File: src/rtl/core_oci_dct_trace_capture.sv
// -----------------------------------------------------------------------------
// core_oci_dct_trace_capture
//
// Per-core debug-control-transfer (DCT) trace capture. It sits beside a CPU's
// OCI block. Non-empty DCT words (dct_count != 0) are captured into a circular
// buffer while a test runs. The block tracks the test end-of-run handshake and
// lets software or the bench drain the buffer through a pop port. Read data
// appears one cycle after the pop request.
//
// Optional feature (compile-time macro): DCT_TRACE_TIMESTAMP_EN
//   Defined:     a 16-bit free-running cycle counter is stored as the MSBs of
//                each entry. The counter is 0 at reset and wraps.
//                ENTRY_W = 16 + COUNT_W + DATA_W.
//   Not defined: no counter. ENTRY_W = COUNT_W + DATA_W.
//
// Parameters
//   DATA_W     width of dct_buffer
//   COUNT_W    width of dct_count
//   DEPTH      number of buffer entries (power of 2, >= 2)
//   OVERWRITE  1: a full buffer drops its oldest entry to make room
//              0: a full buffer drops the incoming word
//
// Ports
//   clk             in   single clock, rising edge
//   reset           in   synchronous, active-high
//   dct_valid       in   dct_buffer/dct_count valid this cycle
//   dct_buffer      in   DCT payload
//   dct_count       in   DCT count; 0 marks an empty word, which is never stored
//   test_ending     in   test is ending; stop capturing
//   test_has_ended  in   test has ended; completion is allowed
//   rd_req          in   pop request
//   rd_data         out  popped entry {[ts,] dct_count, dct_buffer}
//   rd_valid        out  one-cycle pulse that qualifies rd_data
//   fill_level      out  number of entries held, 0..DEPTH
//   overflow        out  sticky; set once any entry has been discarded
//   drop_count      out  number of discarded entries, saturating
//   state           out  0 IDLE, 1 RUN, 2 DRAIN, 3 DONE
//   done            out  state == DONE
// -----------------------------------------------------------------------------
module core_oci_dct_trace_capture #(
    parameter int DATA_W    = 30,
    parameter int COUNT_W   = 4,
    parameter int DEPTH     = 16,
    parameter int OVERWRITE = 0,
`ifdef DCT_TRACE_TIMESTAMP_EN
    localparam int TS_W     = 16,
`else
    localparam int TS_W     = 0,
`endif
    localparam int ENTRY_W  = TS_W + COUNT_W + DATA_W,
    localparam int AW       = $clog2(DEPTH)
) (
    input  logic               clk,
    input  logic               reset,
    input  logic               dct_valid,
    input  logic [DATA_W-1:0]  dct_buffer,
    input  logic [COUNT_W-1:0] dct_count,
    input  logic               test_ending,
    input  logic               test_has_ended,
    input  logic               rd_req,
    output logic [ENTRY_W-1:0] rd_data,
    output logic               rd_valid,
    output logic [AW:0]        fill_level,
    output logic               overflow,
    output logic [15:0]        drop_count,
    output logic [1:0]         state,
    output logic               done
);

    typedef enum logic [1:0] {
        S_IDLE  = 2'd0,
        S_RUN   = 2'd1,
        S_DRAIN = 2'd2,
        S_DONE  = 2'd3
    } state_t;

    localparam bit OVERWRITE_EN = (OVERWRITE != 0);

    state_t             state_q, state_d;
    logic [AW:0]        wr_ptr_q, wr_ptr_d;
    logic [AW:0]        rd_ptr_q, rd_ptr_d;
    logic               ended_q, ended_d;
    logic               overflow_q, overflow_d;
    logic [15:0]        drop_q, drop_d;
    logic               rd_valid_q;
    logic [ENTRY_W-1:0] rd_data_q;

    logic [ENTRY_W-1:0] mem [DEPTH];

    logic [AW:0]        fill;
    logic               empty;
    logic               full;
    logic               end_any;
    logic               accept;
    logic               pop;
    logic               write_en;
    logic               drop;
    logic               rd_adv;
    logic [ENTRY_W-1:0] wr_entry;

    // ------------------------------------------------------------------
    // Optional timestamp counter
    // ------------------------------------------------------------------
`ifdef DCT_TRACE_TIMESTAMP_EN
    logic [15:0] ts_q, ts_d;

    assign ts_d = ts_q + 16'd1;

    always_ff @(posedge clk) begin
        if (reset) begin
            ts_q <= '0;
        end else begin
            ts_q <= ts_d;
        end
    end

    assign wr_entry = {ts_q, dct_count, dct_buffer};
`else
    assign wr_entry = {dct_count, dct_buffer};
`endif

    // ------------------------------------------------------------------
    // Occupancy
    // ------------------------------------------------------------------
    // The pointers carry one extra wrap bit, so the difference ranges over
    // 0..DEPTH. Because DEPTH is a power of two, the MSB of the difference is
    // set only when the buffer holds exactly DEPTH entries.
    assign fill  = wr_ptr_q - rd_ptr_q;
    assign empty = (fill == '0);
    assign full  = fill[AW];

    assign end_any = test_ending | test_has_ended;

    // A word is storable only in IDLE or RUN. In IDLE an end indication wins,
    // and the block goes straight to DRAIN without storing the word. In RUN a
    // word that arrives together with the end indication is still stored.
    assign accept = dct_valid && (dct_count != '0) &&
                    ((state_q == S_RUN) || ((state_q == S_IDLE) && !end_any));

    // A pop on an empty buffer is ignored. There is no bypass from a push in
    // the same cycle.
    assign pop = rd_req && !empty;

    // When the buffer is full, a concurrent pop frees the slot that this push
    // reuses. With no pop, the policy decides which entry is lost.
    assign write_en = accept && (!full || pop || OVERWRITE_EN);
    assign drop     = accept && full && !pop;

    // A pop and an overwrite-drop cannot both occur (a drop needs !pop), so
    // the read pointer advances by at most one each cycle.
    assign rd_adv = pop || (drop && OVERWRITE_EN);

    assign wr_ptr_d = wr_ptr_q + {{AW{1'b0}}, write_en};
    assign rd_ptr_d = rd_ptr_q + {{AW{1'b0}}, rd_adv};

    // ------------------------------------------------------------------
    // Status accumulation
    // ------------------------------------------------------------------
    always_comb begin
        ended_d    = ended_q | test_has_ended;
        overflow_d = overflow_q | drop;
        drop_d     = drop_q;
        if (drop && (drop_q != 16'hFFFF)) begin
            drop_d = drop_q + 16'd1;
        end
    end

    // ------------------------------------------------------------------
    // Capture FSM, next-state logic
    // ------------------------------------------------------------------
    always_comb begin
        state_d = state_q;
        case (state_q)
            S_IDLE: begin
                if (end_any) begin
                    state_d = S_DRAIN;
                end else if (accept) begin
                    state_d = S_RUN;
                end
            end
            S_RUN: begin
                if (end_any) begin
                    state_d = S_DRAIN;
                end
            end
            S_DRAIN: begin
                // Completion needs the end-of-test handshake, either already
                // recorded or arriving now, and an empty buffer.
                if ((ended_q || test_has_ended) && empty) begin
                    state_d = S_DONE;
                end
            end
            S_DONE: begin
                state_d = S_DONE;
            end
            default: begin
                state_d = S_IDLE;
            end
        endcase
    end

    // ------------------------------------------------------------------
    // State and pointer registers
    // ------------------------------------------------------------------
    always_ff @(posedge clk) begin
        if (reset) begin
            state_q    <= S_IDLE;
            wr_ptr_q   <= '0;
            rd_ptr_q   <= '0;
            ended_q    <= 1'b0;
            overflow_q <= 1'b0;
            drop_q     <= '0;
            rd_valid_q <= 1'b0;
        end else begin
            state_q    <= state_d;
            wr_ptr_q   <= wr_ptr_d;
            rd_ptr_q   <= rd_ptr_d;
            ended_q    <= ended_d;
            overflow_q <= overflow_d;
            drop_q     <= drop_d;
            rd_valid_q <= pop;
        end
    end

    // ------------------------------------------------------------------
    // Buffer storage: write port, then registered read port
    // ------------------------------------------------------------------
    // No reset on the array. Resetting the pointers is enough to discard its
    // contents.
    always_ff @(posedge clk) begin
        if (!reset && write_en) begin
            mem[wr_ptr_q[AW-1:0]] <= wr_entry;
        end
    end

    // The read returns the value held before any write in the same cycle.
    // When the buffer is full, a push and a pop target the same slot, and
    // this ordering makes the pop return the old (oldest) entry.
    always_ff @(posedge clk) begin
        if (reset) begin
            rd_data_q <= '0;
        end else if (pop) begin
            rd_data_q <= mem[rd_ptr_q[AW-1:0]];
        end
    end

    // ------------------------------------------------------------------
    // Outputs
    // ------------------------------------------------------------------
    assign rd_data    = rd_data_q;
    assign rd_valid   = rd_valid_q;
    assign fill_level = fill;
    assign overflow   = overflow_q;
    assign drop_count = drop_q;
    assign state      = state_q;
    assign done       = (state_q == S_DONE);

endmodule
File: config.mk
export PLATFORM = sky130hd
export DESIGN_NAME = core_oci_dct_trace_capture
export DESIGN_NICKNAME = d
export VERILOG_FILES = /design/src/rtl/core_oci_dct_trace_capture.sv
export SDC_FILE = /design/constraint.sdc
export NUM_CORES = 1
export LEC_CHECK = 0
export ABC_AREA = 1
export CAP_MARGIN = 10
export CORE_ASPECT_RATIO = 1.25
export CORE_MARGIN = 2
export CORE_UTILIZATION = 60
export CTS_CLUSTER_SIZE = 25
export DETAILED_ROUTE_END_ITERATION = 8
export PLACE_DENSITY = 0.76
export RECOVER_POWER = 50
export SETUP_SLACK_MARGIN = 0.15
export SLEW_MARGIN = 20
export SYNTH_ARGS = -nofsm -noshare
export SYNTH_HDL_FRONTEND = slang
export SYNTH_SLANG_ARGS = --single-unit
File: constraint.sdc
create_clock -name clk -period 4.5 [get_ports clk]
set_input_delay 0.675 -clock clk [delete_from_list [all_inputs] [get_ports clk]]
set_output_delay 0.675 -clock clk [all_outputs]
set_load 0.02 [all_outputs]
==> results.json <==
{
  "grt.overflow.total": 0,
  "via_per_inst": 6.12,
  "gp_congestion": 0.881,
  "setup_tns_ps": 0,
  "syn_nets": 2082,
  "syn_inst": 2032,
  "worstHoldStart": "overflow",
  "antenna_found_initial": 1,
  "cts-resized-gates": 0,
  "crit_arrival_ps": 2910,
  "cts_tree": "built",
  "clock_latency_ps": 580,
  "ir_drop_mv": 0.386,
  "start_kind": "flop",
  "h-tree-depth": 2,
  "crit_type": "reg -> out",
  "synthFlopType": "edfxtp_1",
  "grt_max_degree": 115,
  "crit_path_end": "fill_level[3]",
  "yosysTopAreaCellShare": 0.673,
  "synth-async-reset-ratio": 0,
  "hold_ws_ps": 465,
  "drc_errors": 0,
  "die_y_um": 229,
  "clk_pin_slew_worst_paths_ps": 60,
  "firstDrtPassIters": 5,
  "wl_per_cell_um": 21.5,
  "finalCriticalPeriod_ps": 3590,
  "finish.utilization": 0.693,
  "r2r-start": "wr_ptr_q[0]",
  "grt_pass1_wl_um": 88500,
  "reg2reg_to": "drop_count[8]",
  "critPathCaptureType": "primary output",
  "skew_ps": 14.4,
  "synth_warnings": 0,
  "rsz0062_at_grt": "false",
  "vias": 16300,
  "cts-root-buf": "clkbuf_16",
  "drive_gt1_frac": 0.0727,
  "finalCritPeriodShare": 0.798,
  "drt_first_iter_violations": 1949,
  "grt_pass1_vias": 15800,
  "avgSynthCellArea_um2": 11.9,
  "clkSinkCount": 609,
  "reg2regPathDepth": 11,
  "hold_buffers": 0,
  "cp.required_ps": 3830,
  "synth-edff-count": 544,
  "initial_core_util": 0.606,
  "die_x_um": 184,
  "cap_viol_max_count": 1,
  "yosys-top-cells-area": "edfxtp_1, nor2_1, o21ai_0",
  "worst_pin_slew_ps": 1950,
  "hpwl_um": 33800,
  "syn_area_mm2": 0.0243,
  "dieArea_mm2": 0.0421,
  "core-area_mm2": 0.0400,
  "drv_slew": 18,
  "ys_types": 35,
  "hold_viol": 0,
  "total_leakage_power_nw": 9.50,
  "slew_headroom": -0.300,
  "status": "finished, violations left",
  "track_usage": 0.276,
  "max_freq_mhz": 279,
  "finalSetupViolCount": 0,
  "postCtsSetupBuffers": 0,
  "hold_class": "reg -> reg",
  "pin_count": 100,
  "worstPathMaxFanout": 69,
  "cts_buffer_depth": 3,
  "ys_ff_latch": 609,
  "p_per_area_mw_per_mm2": 528,
  "io_buffers": 99,
  "fill_cells": 2701,
  "antenna_left": 0,
  "nNetsFinal": 2166,
  "rows": 82,
  "ys_seq_area_frac": 0.727,
  "cp-startpoint": "rd_ptr_q[1]",
  "cts_buffers": 56,
  "wirelength_um": 57300,
  "syn_to_final_growth_pct": 14.3,
  "r2r_slack_ps": 1050,
  "total_power_mw": 14.6,
  "violations": "max-capacitance violations, max-slew violations",
  "yosysTopAreaCell": "edfxtp_1"
}
flip-flops by register name (all words and copies together) (netlist names):
| name | cells |
|---|---|
| drop_count | 16 |
| wr_ptr_q | 5 |
| state | 2 |
| ended_q | 1 |
| rd_data | 34 |
| overflow | 1 |
| rd_ptr_q | 5 |
| rd_valid | 1 |
| mem | 544 |
logic make-up after synthesis:
| family | share of synthesized area |
|---|---|
| fa+ha+maj | 0.00547 |
| flops | 0.727 |
| xor+xnor | 0.00542 |
| buf+inv | 0.0340 |
| simple gates | 0.119 |
| compound gates | 0.109 |
where the power goes:
| group | switching, mW | internal (mW) | total [mW] |
|---|---|---|---|
| registers | 0.0798 | 6.31 | 6.39 |
| clock network | 1.99 | 2.77 | 4.76 |
| logic | 2.42 | 1.07 | 3.49 |
| total | 4.48 | 10.2 | 14.6 |
critical path: stages, from the launching register on:
cell	delay [ps]
dfxtp_4	350
inv_2	60
buf_4	540
ha_1	370
nand3_1	110
nand2_1	60
nand2_1	60
nand2_1	90
inv_1	90
clkdlybuf4s50_1	600
layout by cell type, fill, tap and decap left out, types with 2 or more instances in the layout:
| cell type | n |
|---|---|
| inv_1 | 68 |
| edfxtp_1 | 544 |
| o22ai_1 | 68 |
| nand4_1 | 2 |
| xnor2_1 | 6 |
| clkdlybuf4s50_1 | 9 |
| buf_4 | 40 |
| nand2_1 | 190 |
| clkinv_1 | 15 |
| a21oi_2 | 3 |
| nand3_1 | 70 |
| bufinv_16 | 8 |
| clkinvlp_4 | 2 |
| clkbuf_1 | 16 |
| dfxtp_1 | 62 |
| dlygate4sd3_1 | 90 |
| o211ai_1 | 68 |
| xor2_1 | 9 |
| buf_12 | 4 |
| o21ai_1 | 6 |
| dfxtp_4 | 2 |
| nor3_1 | 6 |
| a21oi_1 | 21 |
| clkinv_2 | 10 |
| o21ai_0 | 307 |
| ha_1 | 9 |
| nor2_1 | 432 |
| inv_2 | 4 |
| clkbuf_16 | 57 |
| nand2_2 | 2 |
| nor2_4 | 17 |
metal layers:
metal	wire [um]	track usage	share of wire	up-vias
met5	0	0	0	-
met4	1690	0.0883	0.029	0
met3	5790	0.0492	0.10	123
met2	27500	0.441	0.48	827
met1	22400	0.389	0.39	7954
li1	-	-	-	7401
layout make-up:
class                           instances  area, um2  area share
Inverter                               75        287      0.0103
Clock buffer                           68       1470      0.0529
Multi-Input combinational cell       1225       5910       0.213
Tap cell                              504        631      0.0227
Clock inverter                         34        370      0.0134
Sequential cell                       609      17600       0.636
Antenna cell                            1       2.50   0.0000902
Timing Repair Buffer                  149       1420      0.0511
per-stage QoR:
stage / cell area [um2] / std cells / worst slack (ps)
2_1_floorplan: 24300 / 2032 / 562
3_3_place_gp: 25900 / 2561 / 782
3_5_place_dp: 25900 / 2561 / 786
4_1_cts: 27700 / 2663 / 882
5_1_grt: 27700 / 2664 / 699
6_report: 27700 / 2665 / 910
worst min path at each step:
stage,slack [ps],endpoint,cells after the start
finish,460,overflow,1
global route,490,overflow,1
CTS,480,ended_q,2
detailed placement,460,overflow,1
global placement,440,ended_q,2
floorplan,440,ended_q,2
cell usage after synthesis, types with 2 or more instances:
master,number
a21oi_1,21
a21oi_2,3
buf_1,2
buf_2,47
buf_4,4
clkbuf_1,68
clkinv_1,2
dfxtp_1,65
edfxtp_1,544
ha_1,9
inv_1,70
inv_2,3
nand2_1,189
nand2_2,3
nand3_1,70
nand4_1,2
nor2_1,449
nor3_1,6
o211ai_1,68
o21ai_0,307
o21ai_1,6
o22ai_1,68
xnor2_1,6
xor2_1,9
(Power assumes the default switching activity.)
